==> src/rtl/mempool_host_ctrl.sv <==
// mempool_host_ctrl: host-side boot/run sequencer for a MemPool cluster.
// It waits BootWaitCycles after start, writes all-ones to the wake-up register,
// then either waits for eoc_valid_i or polls the EOC register. When the
// computation has finished, it reads the EOC register, reports retval_o and
// sets done_o.
// Ports:
//   clk_i, rst_i (async, active-high)     clock / reset
//   start_i                               start pulse (accepted in IDLE/DONE)
//   eoc_valid_i                           end-of-computation level
//   aw_*/w_*/b_*                          AXI write channels (single-beat)
//   ar_*/r_*                              AXI read channels (single-beat)
//   done_o, error_o, retval_o             run status (sticky until next start)
module mempool_host_ctrl #(
    parameter logic [31:0] CtrlBaseAddr   = 32'h4000_0000,
    parameter int unsigned BootWaitCycles = 1000,
    parameter bit          PollEoc        = 1'b0,
    parameter int unsigned PollInterval   = 1000
) (
    input  logic        clk_i,
    input  logic        rst_i,
    input  logic        start_i,
    input  logic        eoc_valid_i,
    output logic        aw_valid_o,
    input  logic        aw_ready_i,
    output logic [31:0] aw_addr_o,
    output logic        w_valid_o,
    input  logic        w_ready_i,
    output logic [31:0] w_data_o,
    output logic [3:0]  w_strb_o,
    input  logic        b_valid_i,
    output logic        b_ready_o,
    input  logic [1:0]  b_resp_i,
    output logic        ar_valid_o,
    input  logic        ar_ready_i,
    output logic [31:0] ar_addr_o,
    input  logic        r_valid_i,
    output logic        r_ready_o,
    input  logic [31:0] r_data_i,
    input  logic [1:0]  r_resp_i,
    output logic        done_o,
    output logic        error_o,
    output logic [30:0] retval_o
);

    localparam int unsigned AddrW = 32;
    localparam int unsigned DataW = 32;
    localparam int unsigned StrbW = 4;
    localparam int unsigned CntW  = 32;
    localparam int unsigned RetW  = 31;

    localparam logic [AddrW-1:0] EocAddr  = CtrlBaseAddr;
    localparam logic [AddrW-1:0] WakeAddr = CtrlBaseAddr + AddrW'(4);
    localparam logic [DataW-1:0] WakeData = {DataW{1'b1}};
    localparam logic [StrbW-1:0] WakeStrb = {StrbW{1'b1}};

    typedef enum logic [3:0] {
        IDLE,
        BOOT,
        WR_AW,
        WR_W,
        WR_B,
        WAIT_EOC,
        POLL_WAIT,
        RD_AR,
        RD_R,
        DONE
    } state_e;

    state_e            state_q, state_d;
    logic [CntW-1:0]   cnt_q, cnt_d;
    logic              aw_valid_q, aw_valid_d;
    logic [AddrW-1:0]  aw_addr_q, aw_addr_d;
    logic              w_valid_q, w_valid_d;
    logic [DataW-1:0]  w_data_q, w_data_d;
    logic [StrbW-1:0]  w_strb_q, w_strb_d;
    logic              b_ready_q, b_ready_d;
    logic              ar_valid_q, ar_valid_d;
    logic [AddrW-1:0]  ar_addr_q, ar_addr_d;
    logic              r_ready_q, r_ready_d;
    logic              done_q, done_d;
    logic              error_q, error_d;
    logic [RetW-1:0]   retval_q, retval_d;

    // Next-state, counter and status logic; bus outputs are decoded from the
    // next state so they are registered yet aligned with the state they belong to.
    always_comb begin
        state_d  = state_q;
        cnt_d    = (cnt_q == '0) ? '0 : cnt_q - CntW'(1);
        error_d  = error_q;
        retval_d = retval_q;

        unique case (state_q)
            IDLE, DONE: begin
                if (start_i) begin
                    error_d  = 1'b0;
                    retval_d = '0;
                    cnt_d    = CntW'(BootWaitCycles);
                    state_d  = BOOT;
                end
            end
            BOOT: begin
                if (cnt_q == '0) state_d = WR_AW;
            end
            WR_AW: begin
                if (aw_ready_i) state_d = WR_W;
            end
            WR_W: begin
                if (w_ready_i) state_d = WR_B;
            end
            WR_B: begin
                if (b_valid_i) begin
                    if (b_resp_i != 2'b00) error_d = 1'b1;
                    if (PollEoc) begin
                        cnt_d   = CntW'(PollInterval);
                        state_d = POLL_WAIT;
                    end else begin
                        state_d = WAIT_EOC;
                    end
                end
            end
            WAIT_EOC: begin
                if (eoc_valid_i) state_d = RD_AR;
            end
            POLL_WAIT: begin
                if (cnt_q == '0) state_d = RD_AR;
            end
            RD_AR: begin
                if (ar_ready_i) state_d = RD_R;
            end
            RD_R: begin
                if (r_valid_i) begin
                    if (r_resp_i != 2'b00) error_d = 1'b1;
                    // A zero EOC word while polling means the cluster is still running.
                    if (PollEoc && (r_data_i == '0)) begin
                        cnt_d   = CntW'(PollInterval);
                        state_d = POLL_WAIT;
                    end else begin
                        retval_d = r_data_i[DataW-1:1];
                        state_d  = DONE;
                    end
                end
            end
            default: state_d = IDLE;
        endcase

        aw_valid_d = (state_d == WR_AW);
        aw_addr_d  = aw_valid_d ? WakeAddr : '0;
        w_valid_d  = (state_d == WR_W);
        w_data_d   = w_valid_d ? WakeData : '0;
        w_strb_d   = w_valid_d ? WakeStrb : '0;
        b_ready_d  = (state_d == WR_B);
        ar_valid_d = (state_d == RD_AR);
        ar_addr_d  = ar_valid_d ? EocAddr : '0;
        r_ready_d  = (state_d == RD_R);
        done_d     = (state_d == DONE);
    end

    // State and output registers.
    always_ff @(posedge clk_i or posedge rst_i) begin
        if (rst_i) begin
            state_q    <= IDLE;
            cnt_q      <= '0;
            aw_valid_q <= 1'b0;
            aw_addr_q  <= '0;
            w_valid_q  <= 1'b0;
            w_data_q   <= '0;
            w_strb_q   <= '0;
            b_ready_q  <= 1'b0;
            ar_valid_q <= 1'b0;
            ar_addr_q  <= '0;
            r_ready_q  <= 1'b0;
            done_q     <= 1'b0;
            error_q    <= 1'b0;
            retval_q   <= '0;
        end else begin
            state_q    <= state_d;
            cnt_q      <= cnt_d;
            aw_valid_q <= aw_valid_d;
            aw_addr_q  <= aw_addr_d;
            w_valid_q  <= w_valid_d;
            w_data_q   <= w_data_d;
            w_strb_q   <= w_strb_d;
            b_ready_q  <= b_ready_d;
            ar_valid_q <= ar_valid_d;
            ar_addr_q  <= ar_addr_d;
            r_ready_q  <= r_ready_d;
            done_q     <= done_d;
            error_q    <= error_d;
            retval_q   <= retval_d;
        end
    end

    assign aw_valid_o = aw_valid_q;
    assign aw_addr_o  = aw_addr_q;
    assign w_valid_o  = w_valid_q;
    assign w_data_o   = w_data_q;
    assign w_strb_o   = w_strb_q;
    assign b_ready_o  = b_ready_q;
    assign ar_valid_o = ar_valid_q;
    assign ar_addr_o  = ar_addr_q;
    assign r_ready_o  = r_ready_q;
    assign done_o     = done_q;
    assign error_o    = error_q;
    assign retval_o   = retval_q;

endmodule

==> config.mk <==
export PLATFORM = sky130hd
export DESIGN_NAME = mempool_host_ctrl
export DESIGN_NICKNAME = d
export VERILOG_FILES = /design/src/rtl/mempool_host_ctrl.sv
export SDC_FILE = /design/constraint.sdc
export NUM_CORES = 1
export LEC_CHECK = 0
export CELL_PAD_IN_SITES_DETAIL_PLACEMENT = 1
export CELL_PAD_IN_SITES_GLOBAL_PLACEMENT = 1
export CORE_MARGIN = 3
export CORE_UTILIZATION = 33
export CTS_CLUSTER_SIZE = 14
export DETAILED_ROUTE_END_ITERATION = 8
export GPL_TIMING_DRIVEN = 0
export PLACE_DENSITY = 0.9
export REMOVE_ABC_BUFFERS = 1
export SYNTH_ARGS = -nofsm -noshare
export SYNTH_HDL_FRONTEND = slang
export SYNTH_SLANG_ARGS = --single-unit
==> constraint.sdc <==
create_clock -name clk_i -period 4.1 [get_ports clk_i]
set_input_delay 0.41 -clock clk_i [delete_from_list [all_inputs] [get_ports clk_i]]
set_output_delay 0.41 -clock clk_i [all_outputs]
set_load 0.03 [all_outputs]
==> results.sh <==
export IMPL_synthArstFlopShare=1.00
export IMPL_coreArea_sq_um=12300
export IMPL_clock_path_buffers=2
export IMPL_clk_pin_slew_worst_paths_ps=60
export IMPL_slew_headroom=0.301
export IMPL_max_ir_drop_vdd_mv=0.196
export IMPL_sequential_cell_area_fraction_in_the_yosys_report=0.434
export IMPL_finalHoldViolations=0
export IMPL_routabilityCongestion=0.713
export IMPL_timing_clock_skew_ps=7.51
export IMPL_floorplan_die_height_um=120
export IMPL_wirelength_um=11000
export IMPL_timing_final_crit_period_ps=2990
export IMPL_synth_area_sq_um=4270
export IMPL_fin_crit_sh=0.729
export IMPL_max_freq_ghz=0.335
export IMPL_post_synth_cell_area_avg_sq_um=9.07
export IMPL_final_global_route_overflow_total=0
export IMPL_ports_placed_on_the_boundary=183
export IMPL_clock_tree_root_cell="sky130_fd_sc_hd__clkbuf_16"
export IMPL_wire_length_of_the_first_global_routing_pass_um=18100
export IMPL_yosys_most_used_dff="sky130_fd_sc_hd__dfrtp_1"
export IMPL_dp_final_hpwl_um=7920
export IMPL_critPathKind="reg2reg"
export IMPL_die_ar_sq_um=14300
export IMPL_dr_total_vias=3313
export IMPL_worstPathRequired_ps=4270
export IMPL_cts_hold_fix_buffers=0
export IMPL_actual_slew_at_the_worst_max_slew_pin_ps=1040
export IMPL_start_util=0.347
export IMPL_slew_viol_final=0
export IMPL_antenna_found_initial=0
export IMPL_max_cap_violations=0
export IMPL_grt_setup_unrepaired="no"
export IMPL_p_leak_nw=2.24
export IMPL_maximum_number_of_pins_on_one_net_before_global_route_repair=75
export IMPL_hold_path_class="reg2reg"
export IMPL_clock_sinks=74
export IMPL_io_buffers=120
export IMPL_remaining_drcs=0
export IMPL_vias_per_cell=4.61
export IMPL_endpoint_kind="register"
export IMPL_synth_seq_cells=74
export IMPL_nNetsFinal=592
export IMPL_grt_pass1_vias=3624
export IMPL_critPathMaxFanout=26
export IMPL_synthCells=471
export IMPL_cts_inserted_buffers=9
export IMPL_rows=40
export IMPL_postCtsSetupBuffers=0
export IMPL_post_drt_wl_per_cell_um=15.3
export IMPL_yosys_warnings=0
export IMPL_timing_final_setup_violations=0
export IMPL_cts_resized_gates=0
export IMPL_area_growth_syn_to_layout_pct=26.3
export IMPL_arrival_ps=3160
export IMPL_status="complete, no violations"
export IMPL_route_antenna_remaining_nets=0
export IMPL_tritoncts="built"
export IMPL_grt_use_total=0.154
export IMPL_num_antenna_cells=0
export IMPL_clock_insertion_delay_worst_skew_ps=340
export IMPL_h_tree_depth=3
export IMPL_layout_drive_gt1_share=0.0599
export IMPL_detailed_routing_iteration_count_for_the_pre_antenna_repair_pass=4
export IMPL_netlist_cell_type_count=51
export IMPL_post_layout_nonfiller_instances=719
export IMPL_drt_first_iter_violations=108
export IMPL_fp_dieW_um=120
export IMPL_synth_edf_count=0
export IMPL_hold_ws_ps=459
export IMPL_setup_worst_path_start_class="register"
export IMPL_powerDensity_nw_per_um2=377
export IMPL_place_detailed_instances=703
-- area by class of cell --
| class | count | area (sq um) |
|---|---|---|
| Sequential cell | 74 | 1850 |
| Clock inverter | 6 | 90.1 |
| Tap cell | 168 | 210 |
| Inverter | 8 | 32.5 |
| Fill cell | 1412 | 6920 |
| Multi-Input combinational cell | 330 | 1760 |
| Timing Repair Buffer | 123 | 1220 |
| Clock buffer | 10 | 229 |
-- flip-flops by register name, indices dropped and copies added (netlist names) --
name        count
ar_valid_o      1
aw_addr_o       1
b_ready_o       1
cnt_q          32
done_o          1
error_o         1
r_ready_o       1
retval_o       31
state_q         4
w_strb_o        1
-- placed cells by master, fill, tap and decap left out, drive strengths merged, types with 3 or more instances in the layout --
cell / synthesis / routed
clkdlybuf4s50: 0 / 120
conb: 1 / 61
nand4b: 5 / 5
xor2: 18 / 18
nand2: 70 / 70
xnor2: 11 / 11
nand3: 12 / 12
nand4: 3 / 3
buf: 104 / 3
nor4: 10 / 10
and2: 3 / 3
nor3: 9 / 9
clkbuf: 15 / 10
o21ai: 36 / 36
nand2b: 3 / 3
a21oi: 8 / 8
nand3b: 4 / 4
or4: 6 / 6
nor2b: 3 / 3
nor2: 42 / 42
dfrtp: 74 / 74
inv: 8 / 9
-- cells in the mapped netlist, drive strengths merged, types with 2 or more instances --
cell type	count	area share
nand2b	3	0.0044
nand3	12	0.014
nor2b	3	0.0044
nand3b	4	0.0070
o21ai	36	0.042
nor4b	2	0.0076
or4	6	0.012
a21oi	8	0.0094
dfrtp	74	0.43
inv	8	0.0070
xnor2	11	0.023
or3b	2	0.0041
nand4	3	0.0044
or2	2	0.0029
nand2	70	0.062
clkbuf	15	0.013
and3	2	0.0029
and2	3	0.0044
buf	104	0.19
nand4b	5	0.010
xor2	18	0.037
nor2	42	0.037
nor3	9	0.013
nor4	10	0.016
o31ai	2	0.0035
-- report_power, final --
group / switching (mW) / leakage [nW] / internal [mW]
Combinational: 0.212 / 1.10 / 0.120
Clock: 0.309 / 0.153 / 0.535
Sequential: 0.0727 / 0.984 / 0.785
-- worst max-delay path, cell delays in order (launching register included) --
cell and delay, ps:
sky130_fd_sc_hd__dfrtp_1 410, sky130_fd_sc_hd__or4_4 590, sky130_fd_sc_hd__or4b_4 600, sky130_fd_sc_hd__nor3_4 310, sky130_fd_sc_hd__or2_1 790, sky130_fd_sc_hd__nor2_1 130
-- metrics by stage --
step / utilization / power [mW] / setup TNS (ps) / worst slack, ps / area (sq um)
3_5_place_dp: 0.412 / 1.18 / 0 / 1000 / 5080
3_3_place_gp: 0.410 / 1.16 / -27900 / -1260 / 5040
6_report: 0.438 / 2.03 / 0 / 1110 / 5400
2_1_floorplan: - / 1.08 / -118670 / -3210 / 3630
5_1_grt: 0.438 / 2.13 / 0 / 808 / 5400
4_1_cts: 0.438 / 2.05 / 0 / 1070 / 5400
-- kinds of logic after synthesis --
| group | after synthesis | share of synthesized area |
|---|---|---|
| multiplexers | 2 | 0.00498 |
| XOR/XNOR | 29 | 0.0595 |
| buffers and inverters | 127 | 0.209 |
| adder cells (fa/ha/maj) | 1 | 0.00293 |
| AND/OR/NAND/NOR | 181 | 0.214 |
| AO/OA/AOI/OAI | 56 | 0.0756 |
| other | 1 | 0.000878 |
| flip-flops | 74 | 0.434 |
-- routing by layer --
layer  vias to the layer above  global-route usage  share of wire  routed length [um]
li1                       1541                   -              -                   -
met3                        20              0.0613           0.10                1120
met1                      1590               0.164           0.39                4290
met5                         -                   0              0                   0
met2                       162               0.276           0.49                5390
met4                         0              0.0530          0.019                 214
-- worst paths after layout --
check                                    start                      end  slack (ps)  cells after the start
max                        cnt_q[20]$_DFF_PP0_      cnt_q[18]$_DFF_PP0_        1110                      5
max in group asynchronous                rst_i     ar_valid_o$_DFF_PP0_        2870                      2
min in group asynchronous                rst_i  retval_o[9]$_DFFE_PP0P_         640                      2
max reg2reg                cnt_q[20]$_DFF_PP0_      cnt_q[18]$_DFF_PP0_        1110                      5
min                         cnt_q[0]$_DFF_PP0_       cnt_q[0]$_DFF_PP0_         460                      1
min reg2reg                 cnt_q[0]$_DFF_PP0_       cnt_q[0]$_DFF_PP0_         460                      1
Note: power is estimated with default switching activity, not from simulation.
